[src/rtl/mem_arbiter.sv]
// Two-port round-robin arbiter that funnels fetch and data requests into one memory access unit.
// Each accepted access takes three cycles: latch in IDLE, issue, then respond.
module mem_arbiter (
   input  logic        clk,
   input  logic        rst_n,
   input  logic        f_req,
   input  logic [31:0] f_addr,
   output logic        f_gnt,
   output logic        f_rvalid,
   output logic [31:0] f_rdata,
   output logic        f_fault,
   input  logic        d_req,
   input  logic [2:0]  d_op,
   input  logic [31:0] d_addr,
   input  logic [31:0] d_wdata,
   output logic        d_gnt,
   output logic        d_rvalid,
   output logic [31:0] d_rdata,
   output logic        d_fault,
   output logic [2:0]  mem_op,
   output logic [31:0] mem_addr,
   output logic [31:0] mem_in,
   input  logic [31:0] mem_out,
   input  logic        mem_fault
);

   typedef enum logic [1:0] {
      IDLE  = 2'd0,
      ISSUE = 2'd1,
      RESP  = 2'd2
   } state_t;

   localparam logic       LAST_FETCH = 1'b0;
   localparam logic       LAST_DATA  = 1'b1;
   localparam logic [2:0] OP_IDLE    = 3'b011;
   localparam logic [2:0] OP_LW      = 3'b010;

   state_t      state_r;
   logic        last_r;
   logic        who_r;
   logic        store_r;
   logic        prefault_r;
   logic [31:0] lat_addr_r;
   logic [31:0] lat_wdata_r;
   logic [2:0]  mem_op_r;
   logic        f_gnt_r;
   logic        d_gnt_r;
   logic        f_rvalid_r;
   logic        d_rvalid_r;

   logic        pick_f_s;
   logic        pick_d_s;
   logic [2:0]  sel_op_s;
   logic [31:0] sel_addr_s;
   logic [31:0] sel_wdata_s;
   logic [31:0] resp_data_s;
   logic        resp_fault_s;

   // Invalid size codes and misaligned half/word accesses never reach memory.
   function automatic logic pre_fault_f(input logic [2:0] op, input logic [1:0] addr_lo);
      logic bad;
      case (op[1:0])
         2'b00:   bad = 1'b0;
         2'b01:   bad = addr_lo[0];
         2'b10:   bad = (addr_lo != 2'b00);
         default: bad = 1'b1;
      endcase
      return bad;
   endfunction

   // Round-robin winner selection and the request fields to latch.
   always_comb begin
      pick_f_s    = 1'b0;
      pick_d_s    = 1'b0;
      if (f_req && (!d_req || (last_r == LAST_DATA))) begin
         pick_f_s = 1'b1;
      end else if (d_req) begin
         pick_d_s = 1'b1;
      end else begin
         pick_f_s = 1'b0;
      end
      if (pick_f_s) begin
         sel_op_s    = OP_LW;
         sel_addr_s  = f_addr;
         sel_wdata_s = 32'h0000_0000;
      end else begin
         sel_op_s    = d_op;
         sel_addr_s  = d_addr;
         sel_wdata_s = d_wdata;
      end
   end

   // Access sequencer; reset drops mem_op to idle at once so an aborted store never commits.
   always_ff @(posedge clk or negedge rst_n) begin
      if (!rst_n) begin
         state_r     <= IDLE;
         last_r      <= LAST_DATA;
         who_r       <= 1'b0;
         store_r     <= 1'b0;
         prefault_r  <= 1'b0;
         lat_addr_r  <= 32'h0000_0000;
         lat_wdata_r <= 32'h0000_0000;
         mem_op_r    <= OP_IDLE;
         f_gnt_r     <= 1'b0;
         d_gnt_r     <= 1'b0;
         f_rvalid_r  <= 1'b0;
         d_rvalid_r  <= 1'b0;
      end else begin
         case (state_r)
            IDLE: begin
               if (pick_f_s || pick_d_s) begin
                  state_r     <= ISSUE;
                  last_r      <= pick_d_s;
                  who_r       <= pick_d_s;
                  store_r     <= sel_op_s[2];
                  prefault_r  <= pre_fault_f(sel_op_s, sel_addr_s[1:0]);
                  lat_addr_r  <= sel_addr_s;
                  lat_wdata_r <= sel_wdata_s;
                  mem_op_r    <= pre_fault_f(sel_op_s, sel_addr_s[1:0]) ? OP_IDLE : sel_op_s;
                  f_gnt_r     <= pick_f_s;
                  d_gnt_r     <= pick_d_s;
               end else begin
                  state_r <= IDLE;
               end
            end
            ISSUE: begin
               state_r    <= RESP;
               mem_op_r   <= OP_IDLE;
               f_gnt_r    <= 1'b0;
               d_gnt_r    <= 1'b0;
               f_rvalid_r <= ~who_r;
               d_rvalid_r <= who_r;
            end
            RESP: begin
               state_r    <= IDLE;
               f_rvalid_r <= 1'b0;
               d_rvalid_r <= 1'b0;
            end
            default: begin
               state_r    <= IDLE;
               mem_op_r   <= OP_IDLE;
               f_gnt_r    <= 1'b0;
               d_gnt_r    <= 1'b0;
               f_rvalid_r <= 1'b0;
               d_rvalid_r <= 1'b0;
            end
         endcase
      end
   end

   // Memory result arrives during RESP, so the response data path is gated by the registered strobe.
   always_comb begin
      if (store_r || prefault_r) begin
         resp_data_s = 32'h0000_0000;
      end else begin
         resp_data_s = mem_out;
      end
      resp_fault_s = mem_fault | prefault_r;
   end

   assign f_gnt    = f_gnt_r;
   assign d_gnt    = d_gnt_r;
   assign f_rvalid = f_rvalid_r;
   assign d_rvalid = d_rvalid_r;
   assign f_rdata  = f_rvalid_r ? resp_data_s : 32'h0000_0000;
   assign d_rdata  = d_rvalid_r ? resp_data_s : 32'h0000_0000;
   assign f_fault  = f_rvalid_r & resp_fault_s;
   assign d_fault  = d_rvalid_r & resp_fault_s;
   assign mem_op   = mem_op_r;
   assign mem_addr = lat_addr_r;
   assign mem_in   = lat_wdata_r;

endmodule

[config.mk]
export PLATFORM = sky130hd
export DESIGN_NAME = mem_arbiter
export DESIGN_NICKNAME = d
export VERILOG_FILES = /design/src/rtl/mem_arbiter.sv
export SDC_FILE = /design/constraint.sdc
export NUM_CORES = 1
export LEC_CHECK = 0
export BUFFER_PORTS_ARGS = -buffer_cell sky130_fd_sc_hd__buf_2
export CAP_MARGIN = 20
export CORE_AREA = 2 2 105 107
export DETAILED_ROUTE_END_ITERATION = 6
export DIE_AREA = 0 0 107 109
export MAX_ROUTING_LAYER = met4
export PLACE_DENSITY_LB_ADDON = 0.2
export SETUP_SLACK_MARGIN = 0.5
export SLEW_MARGIN = 10
export SYNTH_ARGS = -nofsm -noshare
export SYNTH_HDL_FRONTEND = slang
export SYNTH_SLANG_ARGS = --single-unit
[constraint.sdc]
create_clock -name clk -period 1.6 [get_ports clk]
set_input_delay 0.4 -clock clk [delete_from_list [all_inputs] [get_ports clk]]
set_output_delay 0.4 -clock clk [all_outputs]
set_load 0.005 [all_outputs]
# Word level (Yosys, flattened, before mapping)
# Cells that the tools add are included.
# classes
eq_ne,5
bitwise_logic,5
n_mux,23
reduce_logical,10
# op_table
operator,n
2-to-1 mux 32 bit,5
2-to-1 mux 3 bit,3
2-to-1 mux 1 bit,8
case mux 1 bit (2 select lines),4
case mux 3 bit (2 select lines),1
== test 2 x 1 -> 1 bit (second input constant),2
== test 2 bit (second input constant),2
logical NOT 2 bit,2
case mux 2 bit (2 select lines),1
AND reduction 2 bit,2
logical OR 1 bit,3
case mux 1 bit (3 select lines),1
AND 1 bit,2
inequality test 2 bit (second input constant),1
inverter 1 bit,2
nonzero test 2 bit,1
logical AND 1 bit,1
logical NOT 1 bit,1
OR 1 bit,1
# totals
reg_bits,77
inputBits,136
wordCells,55
out_inout_bits,137

# Depth between registers and ports, before layout
# Gate-level depths: netlist of run 1.
# depth
ltp_word,12
mapped_depth,6
ltp_nobuf,4

# Worst setup path before layout of run 1
# No wires, ideal clock.
# synth_path
kind,register -> output
startpoint,register prefault_r
endpoint,output port d_rdata[10]
path_buffers,1
required_time_ps,1200
arrival_ps,1109
setup_slack_ps,91
path_stages_with_launch,4
cell_sequence,dfrtp_1 nor3b_1 clkbuf_1 and2_1
# synth_between
elab_chain_cells,3
# synth_lines
item,line,source
start: declaration,42,logic prefault_r;
start signal: assignment,116,"prefault_r <= pre_fault_f(sel_op_s, sel_addr_s[1:0]);"
logical OR 1 bit,153,if (store_r || prefault_r) begin
2-to-1 mux 32 bit,153,
2-to-1 mux 32 bit,166,assign d_rdata = d_rvalid_r ? resp_data_s : 32'h0000_0000;
end: declaration,18,"output logic [31:0] d_rdata,"
# No other way between the ends.

# Worst setup path in the final report of run 1
# layout_path
startpoint,register prefault_r
endpoint,output port f_rdata[27]
# layout_between
elab_chain_cells,3
# layout_lines
item,line,source
logical OR 1 bit,153,
2-to-1 mux 32 bit,153,
2-to-1 mux 32 bit,165,assign f_rdata = f_rvalid_r ? resp_data_s : 32'h0000_0000;
end: declaration,10,"output logic [31:0] f_rdata,"
# No other way between the ends.

==> results of run 1 <==
flip-flops by register name, indices dropped and copies added, names as in the netlist, 2 cells and up:
signal and flops:
mem_addr 32, mem_in 32, mem_op 3, state_r 2
metrics by stage:
stage / instances / cell area (sq um) / utilization / TNS, ns / hold slack, ns
after floorplan: 380 / 3930 / - / 0 / 0.1044
after global placement: 776 / 5435 / 0.5126 / 0 / 0.2916
after detailed placement: 776 / 5435 / 0.5126 / 0 / 0.2940
after CTS: 849 / 6653 / 0.6274 / -20.76 / 0.2386
after global routing: 880 / 7181 / 0.6772 / -25.59 / 0.2339
final: 880 / 7181 / 0.6772 / -20.57 / 0.2513
layout make-up:
| type | instances | area (sq um) | share of cell area |
|---|---|---|---|
| Clock buffer | 9 | 123.9 | 0.01725 |
| Clock inverter | 7 | 102.6 | 0.01429 |
| Inverter | 6 | 48.80 | 0.006796 |
| Multi-Input combinational cell | 263 | 2001 | 0.2786 |
| Sequential cell | 77 | 1934 | 0.2694 |
| Tap cell | 140 | 175.2 | 0.02439 |
| Timing Repair Buffer | 378 | 2795 | 0.3893 |
kinds of logic after synthesis:
family	synth area share
flops	0.5149
mux	0.002669
buf+inv	0.05439
compound gates	0.2623
simple gates	0.1658
power groups by stage:
stage | sequential (uW) | combinational, uW | clock (uW)
global placement | 3360 | 4130 | 0
finish | 3370 | 7130 | 1710
global route | 3430 | 7630 | 1820
floorplan | 3370 | 2420 | 0
detailed placement | 3370 | 4250 | 0
CTS | 3340 | 6200 | 1720
per-layer routing:
layer | global-route usage | wire length (microns)
met1 | 0.3349 | 6437
met2 | 0.4745 | 8702
met3 | 0.04543 | 1174
met4 | 0.08720 | 342
met5 | - | 0
path summary, 6_finish.rpt:
path,slack (ns),endpoint,startpoint
max in group asynchronous,0.63,prefault_r,rst_n
worst min register to register,0.49,d_gnt,d_gnt
worst min-delay path,0.25,mem_in[11],d_wdata[11]
worst max-delay path,-0.37,f_rdata[27],prefault_r
min in group asynchronous,0.46,mem_in[10],rst_n
worst max register to register,0.12,mem_addr[3],last_r
cells in the final DEF (no fill, tap or decap), types with 3 or more instances in the layout:
cell,count
buf_12,15
o21ai_2,5
nor2_1,3
a31oi_1,33
a21oi_1,34
a22o_1,33
and2_1,49
buf_16,10
o21ai_1,22
and2b_4,5
o21ai_0,6
dfstp_2,3
buf_6,36
dfrtp_1,71
inv_1,4
clkbuf_8,9
buf_4,61
clkbuf_16,3
and2_4,15
inv_6,3
dfrtp_2,3
nand3_2,30
buf_2,251
worst register-to-register path: cells and delay by family (launching register included):
family	cells	cell delay, ns
buffers and inverters	3	0.34
flip-flops	1	0.60
AO/OA/AOI/OAI	1	0.19
AND/OR/NAND/NOR	2	0.27
what timing repair did:
item,4_1_cts,5_1_grt
resized for setup,95,46
pin swaps,64,49
hold buffers,1,0
gates cloned,14,3
endpoints found under the setup margin,211,234
buffers inserted,42,28
hold endpoints to repair,12,0
cells in the mapped netlist (2+ instances only):
master / instances
nor2_1: 4
buf_6: 3
a22o_1: 33
buf_2: 13
nor3b_1: 2
inv_1: 4
a31oi_1: 35
o21ai_0: 33
nand3_1: 32
dfrtp_1: 74
and2_1: 64
a32o_1: 2
a21oi_1: 37
dfstp_2: 3
clkbuf_1: 22
inv_2: 2
o21a_1: 2
a211oi_1: 2
==> reports/results.tsv, run 1 <==
metric	value	unit
number of global-route vias before repair	4370	
share of post-route cells with drive strength above 1	0.6405	
Sink Count	77	
Final Power	12200	uW
crit-path max cell delay	0.45	ns
P_sw	4422	uW
CP Capture Type	primary output	
Hold Path Class	primary input to flop	
# nets final	871	
Ys Warns	0	
Crit path buffers/inverters	3	
Synth area leaders	dfrtp_1 (49%), and2_1 (11%), a22o_1 (7.7%)	
total die area	11660	sq um
Reg power frac	0.276	
status	complete, but fails checks	
Clock Skews	0.01331	ns
FP Rows	38	
unrepaired setup endpoints after global routing	true	
Clk pin slew, worst setup/hold paths	0.09	ns
largest net degree at the start of global routing	35	
# setup viols final	66	
startpoint class of the critical path	flop	
dpl ws	0.02694	ns
worst-case headroom to the max-slew limit	0.6581	
Period minus WS final	1.971	ns
worst-path cell chain	nor3b_4, buf_4, buf_12, and2_1, buf_2	
WP depth	5	
Area growth syn-to-layout	91.49	%
fill cell count	861	
Die W	107	microns
Antenna Nets Post-Route	0	
Pint	7781	uW
Ports	273	
post-detail-place hpwl	10090	microns
cell family with most CP delay	flip-flops	
leakage power	0.003686	uW
Least-Margin Pin Slew	0.5129	ns
Critical Path RT	1.20	ns
failing checks	setup timing	
Final WS setup	-0.3707	ns
reg2reg path depth	6	
Min-Delay Path Depth	2	
synthesized area	3750	sq um
starting DRC count in detailed routing	222	
global placer's final weighted congestion	0.7700	
initial core utilization	0.3537	
cells after synthesis	380	
vias per inst	5.208	
routed wire length	16660	microns
crit share post-route	1.232	
Pre-antenna DRT Iters	5	
Total GRT Usage	0.2763	
Post-Syn Area per Cell	9.868	sq um
Core Box Area	10600	sq um
Critical-path top delay cell	dfrtp_2	
Syn Nets	516	
CTS tree	yes	
Synth top area share	0.4938	
post-synthesis sequential area ratio	0.5148	
clock root buffer	clkbuf_8	
ant diodes	0	
Clock Path Buffers	2	
vias post-DR	4583	
Primary FF master, synth	dfrtp_1	
# port buffers	272	
first-pass GRT wire length	23950	microns
f_max	0.5074	GHz
Gate power share	0.584	
drt drc	0	
clock share of power	0.140	
Cell Pwr Density	1699	nW/um^2
number of distinct library cells after synthesis	31	
number of flops mapped to enable cells by yosys	0	
CTS buffer count	9	
clock network latency to the later pin of the worst-skew pair	0.36	ns
final global-route overflow total	0	
H-tree depth	3	
async set or reset register ratio after synthesis	1.000	
number of slew-limit violations in the final report	0	
worst ir drop on vdd	0.0009118	V
initial antenna violation count	0	
crit-path max FO	16	
Max Cap Violations	0	
CP arrival	1.57	ns
die height	109	microns
Sw Share	0.3624	
Routed WL per cell	18.93	microns
Yosys reg bits	77	
critical path type	flop to primary output	
leading area contributor after synthesis	dfrtp_1	
final hold violation count	0	
No activity file was read; power rests on OpenSTA's default activity.
==> run 2, diff against run 1 <==
- CORE_AREA: 2 2 105 107 -> 2 2 104 106
- DIE_AREA: 0 0 107 109 -> 0 0 106 108
- clock period: 1.6 -> 2.3 ns (I/O delays scaled with it)
==> reports/results.tsv, run 2 (synthesis gave the netlist of run 1 again) <==
metric	value	unit
startpoint class of the critical path	flop	
commonest non-fill, non-tap cell in the layout	buf_2	
global placer's final weighted congestion	0.8504	
Critical-path top delay cell	dfrtp_2	
vias per inst	5.266	
critical path type	flop to primary output	
worst-path cell chain	nor3b_4, buf_6, buf_6, and2_1, buf_2	
clock root buffer	clkbuf_8	
Crit path buffers/inverters	3	
crit-path max FO	8	
Clk pin slew, worst setup/hold paths	0.09	ns
Cell Pwr Density	1116	nW/um^2
status	finished, final reports clean	
GR Layer Usage met1	0.2547	
reg2reg path depth	3	
Period minus WS final	2.147	ns
Antenna Nets Post-Route	0	
Die W	106	microns
die height	108	microns
number of slew-limit violations in the final report	0	
CP arrival	1.57	ns
R2R Setup Slk	0.73	ns
# setup viols final	0	
largest net degree at the start of global routing	42	
share of post-route cells with drive strength above 1	0.5200	
M2 GR Usage	0.4244	
CTS tree	yes	
crit share post-route	0.9334	
Hold Path Class	primary input to async pin	
Clock Path Buffers	2	
Routed WL per cell	17.46	microns
number of global-route vias before repair	3939	
CP Capture Type	primary output	
Clock Skews	0.01546	ns
Placed Area	5225	sq um
# port buffers	272	
cell family with most CP delay	flip-flops	
leakage power	0.002982	uW
setup TNS	0	ns
first-pass GRT wire length	20130	microns
RR Startpoint	last_r	
starting DRC count in detailed routing	259	
final cell area excluding filler cells	5720	sq um
met3 track demand over resource	0.04882	
Worst R2R End	mem_addr[2]	
H-tree depth	3	
Pre-antenna DRT Iters	4	
Area growth syn-to-layout	52.55	%
worst ir drop on vdd	0.0005490	V
most frequent cells in the layout	buf_2 (253), dfrtp_1 (72), and2_1 (46)	
post-detail-place hpwl	9796	microns
final global-route overflow total	0	
Sink Count	77	
Critical Path RT	1.73	ns
Ports	273	
vias post-DR	4155	
# nets final	781	
total die area	11450	sq um
fill cell count	975	
Core Box Area	10230	sq um
Post-CTS Hold Buffers	0	
unrepaired setup endpoints after global routing	true	
Max Cap Violations	0	
clock network latency to the later pin of the worst-skew pair	0.35	ns
global route hottest layer	met2	
f_max	0.4658	GHz
Total GRT Usage	0.2332	
Least-Margin Pin Slew	0.5134	ns
Final Power	6385	uW
worst-case headroom to the max-slew limit	0.6577	
drt drc	0	
initial core utilization	0.3665	
routed wire length	13780	microns
CTS buffer count	9	
initial antenna violation count	3	
most used cell, CP	buf_6	
FP Rows	37	
area of the multi-input gates	1685	sq um
crit-path max cell delay	0.46	ns
Register Area	1933	sq um
final hold violation count	0	
## run 2: metal layers
| layer | up-vias | wire, microns | share of wire |
|---|---|---|---|
| met2 | 216 | 7276 | 0.53 |
| met4 | 0 | 309 | 0.022 |
| met1 | 2006 | 5101 | 0.37 |
| li1 | 1914 | - | - |
| met3 | 19 | 1091 | 0.079 |
| met5 | - | 0 | 0 |
## run 2: worst max-delay path by stage
stage	start	to	slack [ns]	depth (start not counted)
floorplan	prefault_r	d_rdata[10]	0.62	3
global placement	f_req	mem_addr[29]	0.27	5
detailed placement	f_req	mem_addr[23]	0.21	5
CTS	store_r	d_rdata[18]	0.19	5
global route	prefault_r	f_rdata[26]	0.09	5
finish	prefault_r	f_rdata[26]	0.15	5
## run 2: final cells by class
cell class | instances | share of cell area
clock buffer | 9 | 0.02165
inverter | 6 | 0.004374
clock inverter | 7 | 0.01859
timing repair buffer | 292 | 0.2918
sequential | 77 | 0.3379
antenna | 3 | 0.001312
tap | 136 | 0.02975
multi-input combinational | 259 | 0.2946
## run 2: stage by stage
| step | std cells | util | worst slack [ns] | hold slack [ns] |
|---|---|---|---|---|
| global placement | 763 | 0.5107 | 0.2674 | 0.4579 |
| global route | 789 | 0.5591 | 0.08723 | 0.1982 |
| detailed placement | 763 | 0.5107 | 0.2095 | 0.4646 |
| floorplan | 380 | - | 0.6160 | 0.2794 |
| CTS | 786 | 0.5427 | 0.1915 | 0.1787 |
| finish | 789 | 0.5591 | 0.1532 | 0.1752 |
## run 2: repair_timing
| action | 4_1_cts | 5_1_grt |
|---|---|---|
| gates resized for setup | 16 | 38 |
| pin swaps | 19 | 8 |
| endpoints found under the setup margin | 64 | 99 |
| setup buffers | 3 | 0 |
| gates cloned | 4 | 0 |
## run 2: worst reg2reg max path: stages, from the launching register on
cell and delay, ns:
dfstp_2 0.59, and2b_2 0.41, o21ai_0 0.33, a31oi_1 0.12
## run 2: power breakdown
| group | leakage, uW | internal, uW | switching, uW | total [uW] |
|---|---|---|---|---|
| clock network | 0.000110 | 629 | 541 | 1170 |
| logic | 0.00194 | 1390 | 1460 | 2850 |
| registers | 0.000932 | 1950 | 413 | 2370 |
